### config.mk
export PLATFORM = sky130hd
export DESIGN_NAME = bpsk_corr_demodulator
export DESIGN_NICKNAME = d
export VERILOG_FILES = /design/src/rtl/bpsk_corr_demodulator.sv
export SDC_FILE = /design/constraint.sdc
export NUM_CORES = 1
export LEC_CHECK = 0
export CAP_MARGIN = 20
export CORE_UTILIZATION = 55
export CTS_BUF_LIST = sky130_fd_sc_hd__clkbuf_16
export DETAILED_ROUTE_END_ITERATION = 6
export DONT_BUFFER_PORTS = 1
export PLACE_DENSITY = 0.73
export SLEW_MARGIN = 20
export SYNTH_ARGS = -nofsm -noshare
export SYNTH_HDL_FRONTEND = slang
export SYNTH_SLANG_ARGS = --single-unit
### constraint.sdc
create_clock -name clk -period 6.3 [get_ports clk]
set_input_delay 1.26 -clock clk [delete_from_list [all_inputs] [get_ports clk]]
set_output_delay 1.26 -clock clk [all_outputs]
set_load 0.02 [all_outputs]
### src/rtl/bpsk_corr_demodulator.sv
// Coherent BPSK correlating demodulator: multiply, integrate per symbol, slice, pack MSB-first.
// Optional BPSK_DIFF_DECODE_EN: emit decision XOR previous decision (180-degree ambiguity).
module bpsk_corr_demodulator #(
    parameter int SAMPLE_NUMBER = 256,
    parameter int SAMPLE_WIDTH  = 12,
    parameter int DATA_WIDTH    = 12,
    localparam int CW = $clog2(SAMPLE_NUMBER)
) (
    input  logic                           clk,
    input  logic                           rst,
    input  logic                           en,
    input  logic signed [SAMPLE_WIDTH-1:0] signal_in,
    input  logic signed [SAMPLE_WIDTH-1:0] ref_in,
    input  logic        [CW-1:0]           cnt_in,
    output logic                           bit_out,
    output logic                           bit_valid,
    output logic        [DATA_WIDTH-1:0]   q,
    output logic                           q_valid
);

    localparam int PW    = 2 * SAMPLE_WIDTH;
    localparam int ACC_W = PW + CW;
    localparam int BW    = $clog2(DATA_WIDTH);

    logic signed [PW-1:0]    prod_q, prod_d;
    logic                    first_q, first_d;
    logic                    last_q, last_d;
    logic                    v_q, v_d;
    logic signed [ACC_W-1:0] acc_q, acc_d;
    logic                    sync_q, sync_d;
    logic                    bit_q, bit_d;
    logic                    bv_q, bv_d;
    logic [DATA_WIDTH-1:0]   sreg_q, sreg_d;
    logic [BW-1:0]           bcnt_q, bcnt_d;
    logic [DATA_WIDTH-1:0]   word_q, word_d;
    logic                    qv_q, qv_d;
`ifdef BPSK_DIFF_DECODE_EN
    logic                    prev_q, prev_d;
`endif

    logic signed [ACC_W-1:0] prod_ext;
    logic signed [ACC_W-1:0] acc_next;
    logic                    sync_next;
    logic                    fire;
    logic                    decision;
    logic                    emit;
    logic [DATA_WIDTH-1:0]   sreg_next;

    always_comb begin
        prod_d  = prod_q;
        first_d = first_q;
        last_d  = last_q;
        v_d     = en;
        if (en) begin
            prod_d  = signal_in * ref_in;
            first_d = (cnt_in == '0);
            last_d  = (cnt_in == CW'(SAMPLE_NUMBER - 1));
        end
    end

    // Sync flag is folded in combinationally so a first+last symbol still decides.
    always_comb begin
        prod_ext  = prod_q;
        acc_next  = first_q ? prod_ext : acc_q + prod_ext;
        sync_next = sync_q | first_q;
        fire      = v_q & last_q & sync_next;
        decision  = ~acc_next[ACC_W-1];
`ifdef BPSK_DIFF_DECODE_EN
        emit      = decision ^ prev_q;
`else
        emit      = decision;
`endif
        sreg_next = {sreg_q[DATA_WIDTH-2:0], emit};
    end

    always_comb begin
        acc_d  = acc_q;
        sync_d = sync_q;
        bit_d  = bit_q;
        bv_d   = 1'b0;
        sreg_d = sreg_q;
        bcnt_d = bcnt_q;
        word_d = word_q;
        qv_d   = 1'b0;
`ifdef BPSK_DIFF_DECODE_EN
        prev_d = prev_q;
`endif
        if (v_q) begin
            acc_d  = acc_next;
            sync_d = sync_next;
        end
        if (fire) begin
            bit_d  = emit;
            bv_d   = 1'b1;
            sreg_d = sreg_next;
`ifdef BPSK_DIFF_DECODE_EN
            prev_d = decision;
`endif
            if (bcnt_q == BW'(DATA_WIDTH - 1)) begin
                word_d = sreg_next;
                qv_d   = 1'b1;
                bcnt_d = '0;
            end else begin
                bcnt_d = bcnt_q + 1'b1;
            end
        end
    end

    always_ff @(posedge clk) begin
        if (rst) begin
            prod_q  <= '0;
            first_q <= 1'b0;
            last_q  <= 1'b0;
            v_q     <= 1'b0;
            acc_q   <= '0;
            sync_q  <= 1'b0;
            bit_q   <= 1'b0;
            bv_q    <= 1'b0;
            sreg_q  <= '0;
            bcnt_q  <= '0;
            word_q  <= '0;
            qv_q    <= 1'b0;
`ifdef BPSK_DIFF_DECODE_EN
            prev_q  <= 1'b0;
`endif
        end else begin
            prod_q  <= prod_d;
            first_q <= first_d;
            last_q  <= last_d;
            v_q     <= v_d;
            acc_q   <= acc_d;
            sync_q  <= sync_d;
            bit_q   <= bit_d;
            bv_q    <= bv_d;
            sreg_q  <= sreg_d;
            bcnt_q  <= bcnt_d;
            word_q  <= word_d;
            qv_q    <= qv_d;
`ifdef BPSK_DIFF_DECODE_EN
            prev_q  <= prev_d;
`endif
        end
    end

    assign bit_out   = bit_q;
    assign bit_valid = bv_q;
    assign q         = word_q;
    assign q_valid   = qv_q;

endmodule

# --- Word-level counts from Yosys, hierarchy flattened ---
# Cells that the tools add are included.
totals:
  input_bits: 35
  mem_bits_rw: 0
  wordCells: 29
  latch_bits: 0
  ff_bits: 90
  memories: 0
  mem_bits_ro: 0
classes:
  order_cmp: 0
  n_reduce_logical: 3
  n_bitwise: 5
  addsub: 2
  shift: 0
  n_div: 0
  mul: 1
  mux: 4
  n_eq_ne: 2
op_table:
  columns: ["cell", "count"]
  rows:
  - ["32-bit by 24-bit adder with 32-bit output", 1]
  - ["32-bit 2-to-1 mux", 1]
  - ["12-bit by 12-bit multiplier with 24-bit output", 1]
  - ["8-bit equality test (second input constant)", 1]
  - ["8-bit zero test", 1]
  - ["4-bit by 1-bit adder with 4-bit output (second input constant)", 1]
  - ["4-bit equality test (second input constant)", 1]
  - ["4-bit 2-to-1 mux", 1]
  - ["1-bit AND", 2]
  - ["1-bit 2-to-1 mux", 2]
  - ["1-bit inverter", 2]
  - ["2-bit AND reduction", 1]
  - ["2-bit OR reduction", 1]
  - ["1-bit OR", 1]

# --- Longest topological paths before layout ---
# Gate-level depths: netlist (run 1).
logic_depth:
  depth_word: 4
  depth_mapped: 21
  ltp_nobuf: 20

# --- Worst setup path before layout (run 1) ---
# OpenSTA, ideal clock, no wires.
synth_path:
  kind: "input port to flip-flop"
  start: "input port ref_in[0]"
  end: "register prod_q[23]"
  path_slack_ps: 290
  arrival_ps: 5895
  required_time_ps: 6185
  n_path_buf: 1
  path_stages: 20
  cell_sequence: "clkbuf_1 nand2_1 fa_1 inv_1 ha_1 inv_1 fa_1 inv_1 fa_1 inv_1 fa_1 inv_1 ha_1 a21oi_1 nand2_1 nand2_1 nand2b_1 o21ai_0 or3b_1 a2111oi_0"
synth_via:
  elab_chain_cells: 1
synth_rtl:
  columns: ["element", "line", "text"]
  rows:
  - ["from (decl)", "13", "input logic signed [SAMPLE_WIDTH-1:0] ref_in,"]
  - ["12-bit by 12-bit multiplier with 24-bit output", "55", "prod_d = signal_in * ref_in;"]
  - ["to (signal assigned)", "127", "prod_q <= prod_d;"]
  - ["to (decl)", "25", "logic signed [PW-1:0] prod_q, prod_d;"]
# Every way passes these cells.
# A chain may end at the register's enable or synchronous reset.

# --- Worst setup path after layout (run 1) ---
layout_path:
  start: "input port signal_in[5]"
  end: "register prod_q[20]"
layout_via:
  elab_chain_cells: 1
layout_rtl:
  columns: ["element", "line", "text"]
  rows:
  - ["from (decl)", "12", "input logic signed [SAMPLE_WIDTH-1:0] signal_in,"]
  - ["12-bit by 12-bit multiplier with 24-bit output", "55", null]
# Every way passes these cells.

==> results.md, run 1 <==
* Outcome: completed
* DIE AREA at 19700 um2
* Pre-CTS WS at 0.223 ns
* Sw frac at ~48%
* Largest net degree at the start of global routing at 73
* Slowest cell on crit path: fa_1
* Most Used Layer, Global Route: met2
* Minimum clock period at between 5 and 6 ns
* Synth Cell Area at ~11000 um2
* Area contributors post-synth: fa_1, dfxtp_1, ha_1, inv_1, nand2_1
* CTS tree: done
* Worst setup path category: in2reg
* Switching pwr at between 0.002 and 0.0025 W
* Initial core utilization at approximately 56%
* Vias per cell at between 5 and 6
* Site Rows at 50
* Nets at about 1.5k
* Yosys top cell area share at approximately a quarter
* HPWL Detailed at 16900 um
* Final wirelength at about 22000 um
* CTS Sinks at between 80 and 90
* DR WL/cell at ~15 um
* Met1 usage at 30.7%
* Worst skew pair latency at about 0.35 ns
* Initial DRC count at between 400 and 500
* Total power at approximately 0.0047 W
* IR drop worst, VDD at roughly 0.52 mV
* GRT met2 Usage at between 40% and 50%
* Root buffer cell: clkbuf_16
* CP arrival at between 6 and 7 ns
* Global-route wire length before repair at between 30000 and 40000 um
* Pleak at ~5.1 nW
* RSZ-0062 raised after global routing: no
* Setup TNS at 0 ns
* Post-synth top flop: dfxtp_1
* Endpoints failing setup at 0
* Yosys top cell by area: fa_1
* Relative slew margins at 48.0%
* Peak per-stage delay on the critical path at 0.54 ns
* Post-cts hold buffer count at 0
* Vias at about 8.3k
* Drt pass-1 iters at 5
* Pwr dens at around 430 nW/um2
* Clock skew at around 0.0085 ns
* Core area at around 19000 um2
* Clock power share at 11.4%
* Synth warn at 0
* Gr ovfl total at 0
* Worst setup EP type: flip-flop
* Worst-path maximum fanout at 12
* Die Y at ~140 um
* # resized after CTS at 0
* Worst path cell trace: nand2_1 > fa_1 > inv_1 > ha_1 > fa_1 > inv_1 > fa_1 > fa_1 > inv_1 > ha_1 > inv_1 > o21a_1 > o21ai_0 > nand4_1 > a31oi_1 > a31oi_1 > and4_1 > a311o_1
* Worst setup SP type: primary input
* DR DRC count at 0
* Worst Hold Class: reg2reg
* Share of cells above drive strength 1 at between 3 and 4%
* Synthesized Nets at about 1.5k
* Period utilization at roughly 92%
* Sequential share of power at approximately 15%
* Area Growth Syn to Fin at 3.84%
* Register bit total from synthesis at slightly below 90
* Ports at 50
* CTS buffer count at 9
* Met3 Use GR at 3.15%
* Max clock buf depth at 2
* Antenna Nets Post-Route at 0
* GP Congestion at 0.864
* Post-Syn Instances at around 1.2k
* Vias in the first global route at ~8.3k
* Max cap viols at 0
* Die width at 140 um
* Post-synth EDFFs at 0
* Sequential area share after synthesis at around 17%
* # diodes at 0
* Actual slew at the worst max-slew pin at 0.775 ns
* Final-report hold violation count at 0
* Synth Area per Inst at about 8.5 um2
* Port Buf Inserts at 0
* Critical Path RT at roughly 6.5 ns
* Combinational share of power at about 74%
* Overall routing resource usage at roughly a quarter
* Antenna violations before repair at 0
* Synth unique cells at slightly above 70
* Ys async rst share at 0%
* FMAX at 173 MHz
* Final WS setup at about 0.53 ns
* Int Pwr at 0.00245 W
* Post-CTS Setup Repair Bufs at 0
* Final Max Tran Viols at 0
* Clock transition at the registers of the reported paths at around 0.070 ns
* H-tree depth at 3
[registers in the layout, summed over array words and instances, names as in the netlist, 4 cells and up]
register / flops
acc_q: 32
bcnt_q: 4
prod_q: 24
q: 12
sreg_q: 11
[critical path, delay by kind of cell]
family,cells,cell delay (ns)
and+or+nand+nor,3,0.53
AOI/OAI and AO/OA,5,1.36
adders and majority gates,6,2.65
buffers and inverters,4,0.19
[power groups by stage]
stage / Combinational [W] / Sequential, W / Clock [W]
2_1_floorplan: 0.00286 / 0.000684 / 0
5_1_grt: 0.00406 / 0.000702 / 0.000566
4_1_cts: 0.00350 / 0.000694 / 0.000543
3_5_place_dp: 0.00348 / 0.000707 / 0
6_report: 0.00348 / 0.000694 / 0.000536
3_3_place_gp: 0.00338 / 0.000707 / 0
[per-layer routing]
| metal | share of wire, % | vias up |
|---|---|---|
| li1 | - | 4011 |
| met5 | 0 | - |
| met1 | 45 | 4098 |
| met4 | 2.2 | 0 |
| met2 | 50 | 142 |
| met3 | 3.2 | 36 |
[through the flow]
stage | cells | hold WS [ns] | instance area, um2 | util, %
5_1_grt | 1435 | 0.481 | 10900 | 58.3
2_1_floorplan | 1239 | 0.436 | 10500 | -
3_3_place_gp | 1418 | 0.442 | 10600 | 56.6
6_report | 1435 | 0.468 | 10900 | 58.3
3_5_place_dp | 1418 | 0.458 | 10600 | 56.6
4_1_cts | 1434 | 0.463 | 10900 | 58.2
[final cells by class]
type,instances,area (um2)
clock buffers,9,225
fillers,1680,7830
repair buffers,4,30.0
flip-flops and latches,89,1780
clock inverters,7,73.8
inverters,176,661
multi-input cells,916,7870
well taps,234,293
[synth_stat cells (all sizes together), types with 6 or more instances]
cell type  instances
inv              172
ha                83
o21a              17
a21boi             8
nor2              77
nand3             17
fa               139
a21o              17
mux2i             15
nand2            172
xor2              15
a211oi            13
nand2b            12
and3               6
o21ai             44
clkbuf            52
o211a              7
nor3              29
nor2b              7
a22o              11
buf                6
xnor2             19
o211ai            25
a21oi             50
dfxtp             89
and2              45
a31oi             12
[cell families after synthesis]
kind of cell	after synthesis	share of synthesized area, %
and+or+nand+nor	399	17.6
AOI/OAI and AO/OA	246	16.6
buffers and inverters	234	8.36
adders and majority gates	222	36.3
DFF	89	16.9
xor gates and xnor gates	34	2.83
muxes	15	1.43
[final timing paths]
path | slack (ns) | start | end | cells after the start
worst max-delay path | 0.53 | signal_in[5] | prod_q[20]$_SDFFE_PP0P_ | 18
worst min-delay path | 0.47 | sreg_q[3]$_SDFFE_PP0P_ | sreg_q[4]$_SDFFE_PP0P_ | 2
worst max register to register | 3.27 | prod_q[0]$_SDFFE_PP0P_ | acc_q[30]$_SDFFE_PP0P_ | 11
worst min register to register | 0.47 | sreg_q[3]$_SDFFE_PP0P_ | sreg_q[4]$_SDFFE_PP0P_ | 2
[cells in the final DEF, fill, tap and decap left out, types with 4 or more instances in the layout]
cell,synthesis,routed
inv_1,172,172
nand2_1,171,171
fa_1,139,139
dfxtp_1,89,87
ha_1,83,83
nor2_1,77,77
a21oi_1,48,48
and2_1,45,45
o21ai_0,40,40
nor3_1,29,29
o211ai_1,23,23
xnor2_1,19,19
nand3_1,17,17
a21o_1,16,16
o21a_1,16,16
mux2i_1,15,15
xor2_1,15,15
nand2b_1,12,12
a211oi_1,12,12
a31oi_1,12,12
a22o_1,11,11
clkbuf_16,0,9
nor2b_1,7,7
and3_1,6,6
o211a_1,6,6
o2111ai_1,5,5
or3_1,5,5
or2_2,5,5
a21boi_0,5,5
o21bai_1,5,5
clkinv_1,4,4
nand4_1,4,4
nand3b_1,4,4
Note: power is estimated with default switching activity, not from simulation.
==> run 2, diff against run 1 <==
ABC_AREA = 1   (was not set)
CORE_UTILIZATION = 50   (was 55)
PLACE_DENSITY = 0.68   (was 0.73)
==> run 2 against run 1 <==
Net effect:
- synthesized cell count grew 28%
- highest routed layer unchanged
- final cell count grew 28%
- critical path type unchanged
- critical endpoint is now prod_q[22]$_SDFFE_PP0P_
- combinational power grew 19%
- largest power group unchanged
- count of clock-buffer cells in the layout is the same
- clock power shrank 1%
- via count grew 17%
==> results.md, run 2 <==
* Reg2Reg Setup Slack at 3.75 ns (+0.48 ns)
* Largest net degree at the start of global routing at 44 (-40%)
* Clock transition at the registers of the reported paths at 0.07 ns (about the same)
* Actual slew at the worst max-slew pin at 1.02 ns (+0.244 ns)
* Endpoints failing setup at 0 (unchanged)
* Worst skew pair latency at 0.35 ns (about the same)
* Initial core utilization at 51.2% (-4.9 points)
* Critical Path RT at 6.54 ns (about the same)
* GP Congestion at 0.901 (+4.3%)
* Post-synth EDFFs at 0 (unchanged)
* Post-synth top flop: dfxtp_1
* Port Buf Inserts at 0 (unchanged)
* Post-CTS Setup Repair Bufs at 0 (unchanged)
* DR DRC count at 0 (unchanged)
* CTS tree: done
* Minimum clock period at 5.54 ns (-0.235 ns)
* Final core utilization at 53.3% (-5.0 points)
* Sequential area share after synthesis at 15.8% (-1.1 points)
* Peak per-stage delay on the critical path at 0.54 ns (about the same)
* Vias per cell at 5.29 (-8.4%)
* Register bit total from synthesis at 89 (unchanged)
* RSZ-0062 raised after global routing: no
* Worst setup EP type: flip-flop
* Ys async rst share at 0% (unchanged)
* Outcome: completed
* Max clock buf depth at 2 (unchanged)
* Relative slew margins at 32.0% (-16 points)
* Hold WS at 0.466 ns (-0.00187 ns)
* Synthesized Nets at 1841 (+23%)
* Commonest cells post-synth: nand2_1, inv_1, fa_1
* CP arrival at 5.78 ns (-0.23 ns)
* H-tree depth at 3 (unchanged)
* DIE AREA at 23100 um2 (+17%)
* Root buffer cell: clkbuf_16
* Synth Area per Inst at 7.10 um2 (-16%)
* Final WS setup at 0.761 ns (+0.235 ns)
* Area Growth Syn to Fin at 4.07%
* Crit path buf inv count at 5 (+1)
* DR WL/cell at 14.8 um (-2.0%)
* Synth warn at 0 (unchanged)
* Global-route wire length before repair at 47700 um (+25%)
* Core area at 22000 um2 (+17%)
* Slowest cell on crit path: fa_1
* Max cap viols at 0 (unchanged)
* Antenna violations before repair at 0 (unchanged)
* Period utilization at 87.9% (-3.7 points)
* Nets at 1804 (+24%)
* Worst Hold Class: reg2reg
* Die width at 152 um (+8.3%)
* Final cell count without fillers at 1832 (+28%)
* Dpl cells at 1816 (+28%)
* Number of flip-flops under the largest register name at 32 (unchanged)
* Yosys top cell area share at 24.7% (-1.7 points)
* Setup TNS at 0 ns (unchanged)
* Share of cells above drive strength 1 at 4.64% (+0.98 points)
* FMAX at 181 MHz (+4.2%)
* CTS Sinks at 89 (unchanged)
* HPWL Detailed at 21800 um (+29%)
* Ports at 50 (unchanged)
* Antenna Nets Post-Route at 0 (unchanged)
* # diodes at 0 (unchanged)
* Initial DRC count at 588 (+19%)
* Yosys top cell by area: fa_1
* Final-report hold violation count at 0 (unchanged)
* Pwr dens at 458 nW/um2 (+6.4%)
* Pre-CTS WS at 0.428 ns (+0.205 ns)
* Worst path cell trace: inv_1 > or2_2 > fa_1 > fa_1 > inv_1 > fa_1 > fa_1 > inv_1 > fa_1 > inv_1 > ha_1 > nand2_1 > nand2_1 > a21boi_0 > nand2_1 > nand2_1 > nand3_1 > xor2_1 > o21ai_0 > inv_1
* Crit path max-delay family: adder cells
* Synth Cell Area at 11300 um2 (+6.8%)
* Top-count cell post-synth: nand2_1
* CTS buffer count at 9 (unchanged)
* Commonest non-fill, non-tap cell in the layout: nand2_1
* Final Max Tran Viols at 0 (unchanged)
* # resized after CTS at 0 (unchanged)
* Synth unique cells at 45 (-38%)
* Post-cts hold buffer count at 0 (unchanged)
* IR drop worst, VDD at 0.467 mV (-11%)
* Gr ovfl total at 0 (unchanged)
* Worst setup SP type: primary input
* Clock skew at 0.00855 ns (+0.0000441 ns)
* Worst setup path category: in2reg
* Final wirelength at 27100 um (+25%)
* Die Y at 152 um (+8.3%)
* Post-Syn Instances at 1584 (+28%)
* Site Rows at 54 (+8.0%)
* Vias in the first global route at 10.2k (+22%)
* Area contributors post-synth: fa_1, dfxtp_1, nand2_1, inv_1, ha_1
* Most frequent cells in the layout: nand2_1, inv_1, fa_1, a21oi_1, dfxtp_1
* Vias at 9696 (+17%)
* Reg with most FFs: acc_q
* Drt pass-1 iters at 5 (unchanged)
* Worst-path maximum fanout at 6 (-6)
* Pleak at 6.27 nW (+24%)
* Overall routing resource usage at 25.0% (+1.3 points)
## run 2: cell types whose count changed after synthesis, moves of 12 or more
cell | previous run | this run
a21o_1 | 16 | 4
a21oi_1 | 48 | 136
and2_1 | 45 | 0
inv_1 | 172 | 345
mux2i_1 | 15 | 0
nand2_1 | 171 | 381
nand2_2 | 1 | 17
nand2b_1 | 12 | 0
nand3_1 | 17 | 56
nor3_1 | 29 | 6
o211ai_1 | 23 | 5
o21a_1 | 16 | 1
o21ai_0 | 40 | 75
## run 2: cell families after synthesis
logic type	count (synthesis)	synth area share, %
AO/OA/AOI/OAI	250	11.9
buffers and inverters	402	13.6
adder cells (fa/ha/maj)	222	34.0
flip-flops	89	15.8
XOR/XNOR	30	2.34
AND/OR/NAND/NOR	591	22.4
## run 2: path summary, 6_finish.rpt
path	end	from	cells after the start
max	prod_q[22]$_SDFFE_PP0P_	ref_in[11]	20
min	acc_q[22]$_SDFFE_PP0P_	acc_q[22]$_SDFFE_PP0P_	2
max reg2reg	q[10]$_SDFFE_PP0P_	v_q$_SDFF_PP0_	7
min reg2reg	acc_q[22]$_SDFFE_PP0P_	acc_q[22]$_SDFFE_PP0P_	2
## run 2: worst reg2reg max path: cells and delay by family, from the launching register on
kind | cells | cell delay (ns)
AOI/OAI and AO/OA | 1 | 0.14
and+or+nand+nor | 5 | 1.26
DFF | 1 | 0.89
buffers and inverters | 1 | 0.20
## run 2: metal layers
layer / up-vias / part of all wire, % / GRT usage (%)
li1: 4770 / - / -
met2: 261 / 46 / 42.2
met3: 49 / 5.9 / 3.85
met4: 0 / 2.0 / 5.83
met5: - / 0 / 0.207
met1: 4616 / 46 / 33.7
## run 2: area by class of cell
cell class	instances	area [um2]
fill	2170	10200
inverter	349	1310
multi-input combinational	1093	7940
sequential	89	1780
timing repair buffer	5	37.5
tap	280	350
clock inverter	7	61.3
clock buffer	9	225
## run 2: through the flow
stage	area [um2]	total power (W)
floorplan	11300	0.00387
global placement	11400	0.00479
detailed placement	11400	0.00483
CTS	11700	0.00539
global route	11700	0.00606
finish	11700	0.00536
## run 2: power by group
| part | internal [W] | leakage (nW) | switching, W | total [W] |
|---|---|---|---|---|
| Combinational | 0.00152 | 5.40 | 0.00261 | 0.00414 |
| Clock | 0.000277 | 0.146 | 0.000251 | 0.000528 |
| Sequential | 0.000640 | 0.728 | 0.0000543 | 0.000694 |
| Total | 0.00244 | 6.27 | 0.00292 | 0.00536 |
==> run 3, diff against run 2 <==
CORE_ASPECT_RATIO = 2   (was not set)
==> run 3 against run 2 <==
Net effect:
- non-clock buffer count increased by 1
- via count grew 2.7%
- combinational power rose by 8.2%
- final cell count down 0.16%
- global-route usage grew 5.8 points
- critical path type unchanged
==> results.md, run 3 (same netlist as run 2, synthesis figures left out) <==
* Outcome: completed
* # fillers at 2256 (+4.0%)
* Final core utilization at 53.2% (-0.13 points)
* H-tree depth at 3 (unchanged)
* Final-report hold violation count at 0 (unchanged)
* DR DRC count at 0 (unchanged)
* CP arrival at 6.03 ns (+0.25 ns)
* Pwr dens at 490 nW/um2 (+7.1%)
* Final wirelength at 33400 um (+23%)
* Critical Path RT at 6.56 ns (+0.02 ns)
* Ports at 50 (unchanged)
* Worst path cell trace: inv_1 > buf_4 > nor2_1 > fa_1 > fa_1 > fa_1 > fa_1 > inv_1 > fa_1 > inv_1 > ha_1 > a21oi_2 > a21boi_0 > nand2_1 > nand2_1 > nand3_1 > xor2_1 > o21ai_0 > inv_1
* Pleak at 6.28 nW (+0.18%)
* Crit path max-delay family: adder cells
* Max cap viols at 0 (unchanged)
* Post-CTS Setup Repair Bufs at 0 (unchanged)
* Setup TNS at 0 ns (unchanged)
* Slowest cell on crit path: a21boi_0
* Pre-CTS WS at 0.267 ns (-0.160 ns)
* Period utilization at 91.7% (+3.8 points)
* Root buffer cell: clkbuf_16
* Nets at 1805 (+0.055%)
* # resized after CTS at 0 (unchanged)
* RSZ-0062 raised after global routing: no
* Number of flip-flops under the largest register name at 32 (unchanged)
* Most frequent cells in the layout: nand2_1, inv_1, fa_1, a21oi_1, dfxtp_1
* Die width at 108 um (-29%)
* Relative slew margins at 33.4% (+1.5 points)
* Area Growth Syn to Fin at 4.32%
* Overall routing resource usage at 30.8% (+5.8 points)
* DR WL/cell at 18.2 um (+23%)
* Clock skew at 0.00817 ns (-0.000381 ns)
* Worst skew pair latency at 0.37 ns (+0.02 ns)
* Post-cts hold buffer count at 0 (unchanged)
* Vias in the first global route at 10.8k (+6.1%)
* CTS tree: done
* Reg with most FFs: acc_q
* Vias at 9955 (+2.7%)
* Antenna violations before repair at 0 (unchanged)
* Share of cells above drive strength 1 at 4.76% (+0.13 points)
* Final WS setup at 0.524 ns (-0.236 ns)
* DIE AREA at 23100 um2 (+0.16%)
* Drt pass-1 iters at 5 (unchanged)
* GP Congestion at 0.985 (+9.3%)
* Die Y at 214 um (+41%)
* Crit path buf inv count at 5 (unchanged)
* Worst setup SP type: primary input
* Initial core utilization at 51.0% (-0.24 points)
* Endpoints failing setup at 0 (unchanged)
* # diodes at 0 (unchanged)
* HPWL Detailed at 27700 um (+27%)
* Core area at 22100 um2 (+0.47%)
* Largest net degree at the start of global routing at 44 (unchanged)
* Gr ovfl total at 0 (unchanged)
* Clock transition at the registers of the reported paths at 0.07 ns (about the same)
* Max clock buf depth at 2 (unchanged)
* FMAX at 173 MHz (-4.1%)
* Initial DRC count at 510 (-13%)
* Minimum clock period at 5.78 ns (+0.236 ns)
* Vias per cell at 5.44 (+2.8%)
* Most used cell, CP: fa_1
* Worst setup path category: in2reg
* Antenna Nets Post-Route at 0 (unchanged)
* Worst setup EP type: flip-flop
* IR drop worst, VDD at 0.329 mV (-30%)
* Hold WS at 0.457 ns (-0.00882 ns)
* Site Rows at 77 (+43%)
* Placed instance area at 11400 um2 (about the same)
* Peak per-stage delay on the critical path at 0.63 ns (+0.09 ns)
* Commonest non-fill, non-tap cell in the layout: nand2_1
* Worst-path maximum fanout at 9 (+3)
* Global-route wire length before repair at 53200 um (+12%)
* Worst Hold Class: reg2reg
* Actual slew at the worst max-slew pin at 0.998 ns (-0.0218 ns)
* Port Buf Inserts at 0 (unchanged)
* CTS Sinks at 89 (unchanged)
* Final Max Tran Viols at 0 (unchanged)
* CTS buffer count at 9 (unchanged)
* Finished Cell Area at 11700 um2 (+0.24%)
## run 3: layout make-up
cell class	instances	area [um2]	share of cell area, %
clock buffers	9	225	1.92
clock inverters	7	86.3	0.736
inverters	349	1310	11.2
multi-input cells	1093	7940	67.7
flip-flops and latches	89	1780	15.2
well taps	276	345	2.94
repair buffers	6	45.0	0.384
## run 3: per-layer routing
| metal | global-route usage [%] | routed length [um] | vias up |
|---|---|---|---|
| li1 | - | - | 4775 |
| met1 | 25.4 | 10300 | 4723 |
| met2 | 60.5 | 19000 | 302 |
| met3 | 4.98 | 1240 | 155 |
| met4 | 24.5 | 2880 | 0 |
| met5 | 0 | 0 | - |
## run 3: metrics by stage
step                instances  total power (W)
finish                   1829          0.00576
global placement         1813          0.00511
CTS                      1829          0.00573
detailed placement       1813          0.00514
global route             1829          0.00633
floorplan                1584          0.00387
## run 3: path summary, 6_finish.rpt
check                                from                 endpoint  slack, ns  cells past startpoint
setup / recovery               ref_in[11]  prod_q[22]$_SDFFE_PP0P_       0.52                     19
hold / removal    sreg_q[10]$_SDFFE_PP0P_  sreg_q[10]$_SDFFE_PP0P_       0.46                      2
setup reg to reg  prod_q[23]$_SDFFE_PP0P_   acc_q[31]$_SDFFE_PP0P_       3.57                     11
hold reg to reg   sreg_q[10]$_SDFFE_PP0P_  sreg_q[10]$_SDFFE_PP0P_       0.46                      2
## run 3: report_power, final
group | switching, W | internal (W)
clock | 0.000258 | 0.000315
sequential | 0.0000587 | 0.000640
combinational | 0.00289 | 0.00159
total | 0.00321 | 0.00255
## run 3: tightest hold or removal path, stage by stage (launching register included)
cell and delay (ns):
dfxtp_1 0.30, inv_1 0.06, a21oi_1 0.05
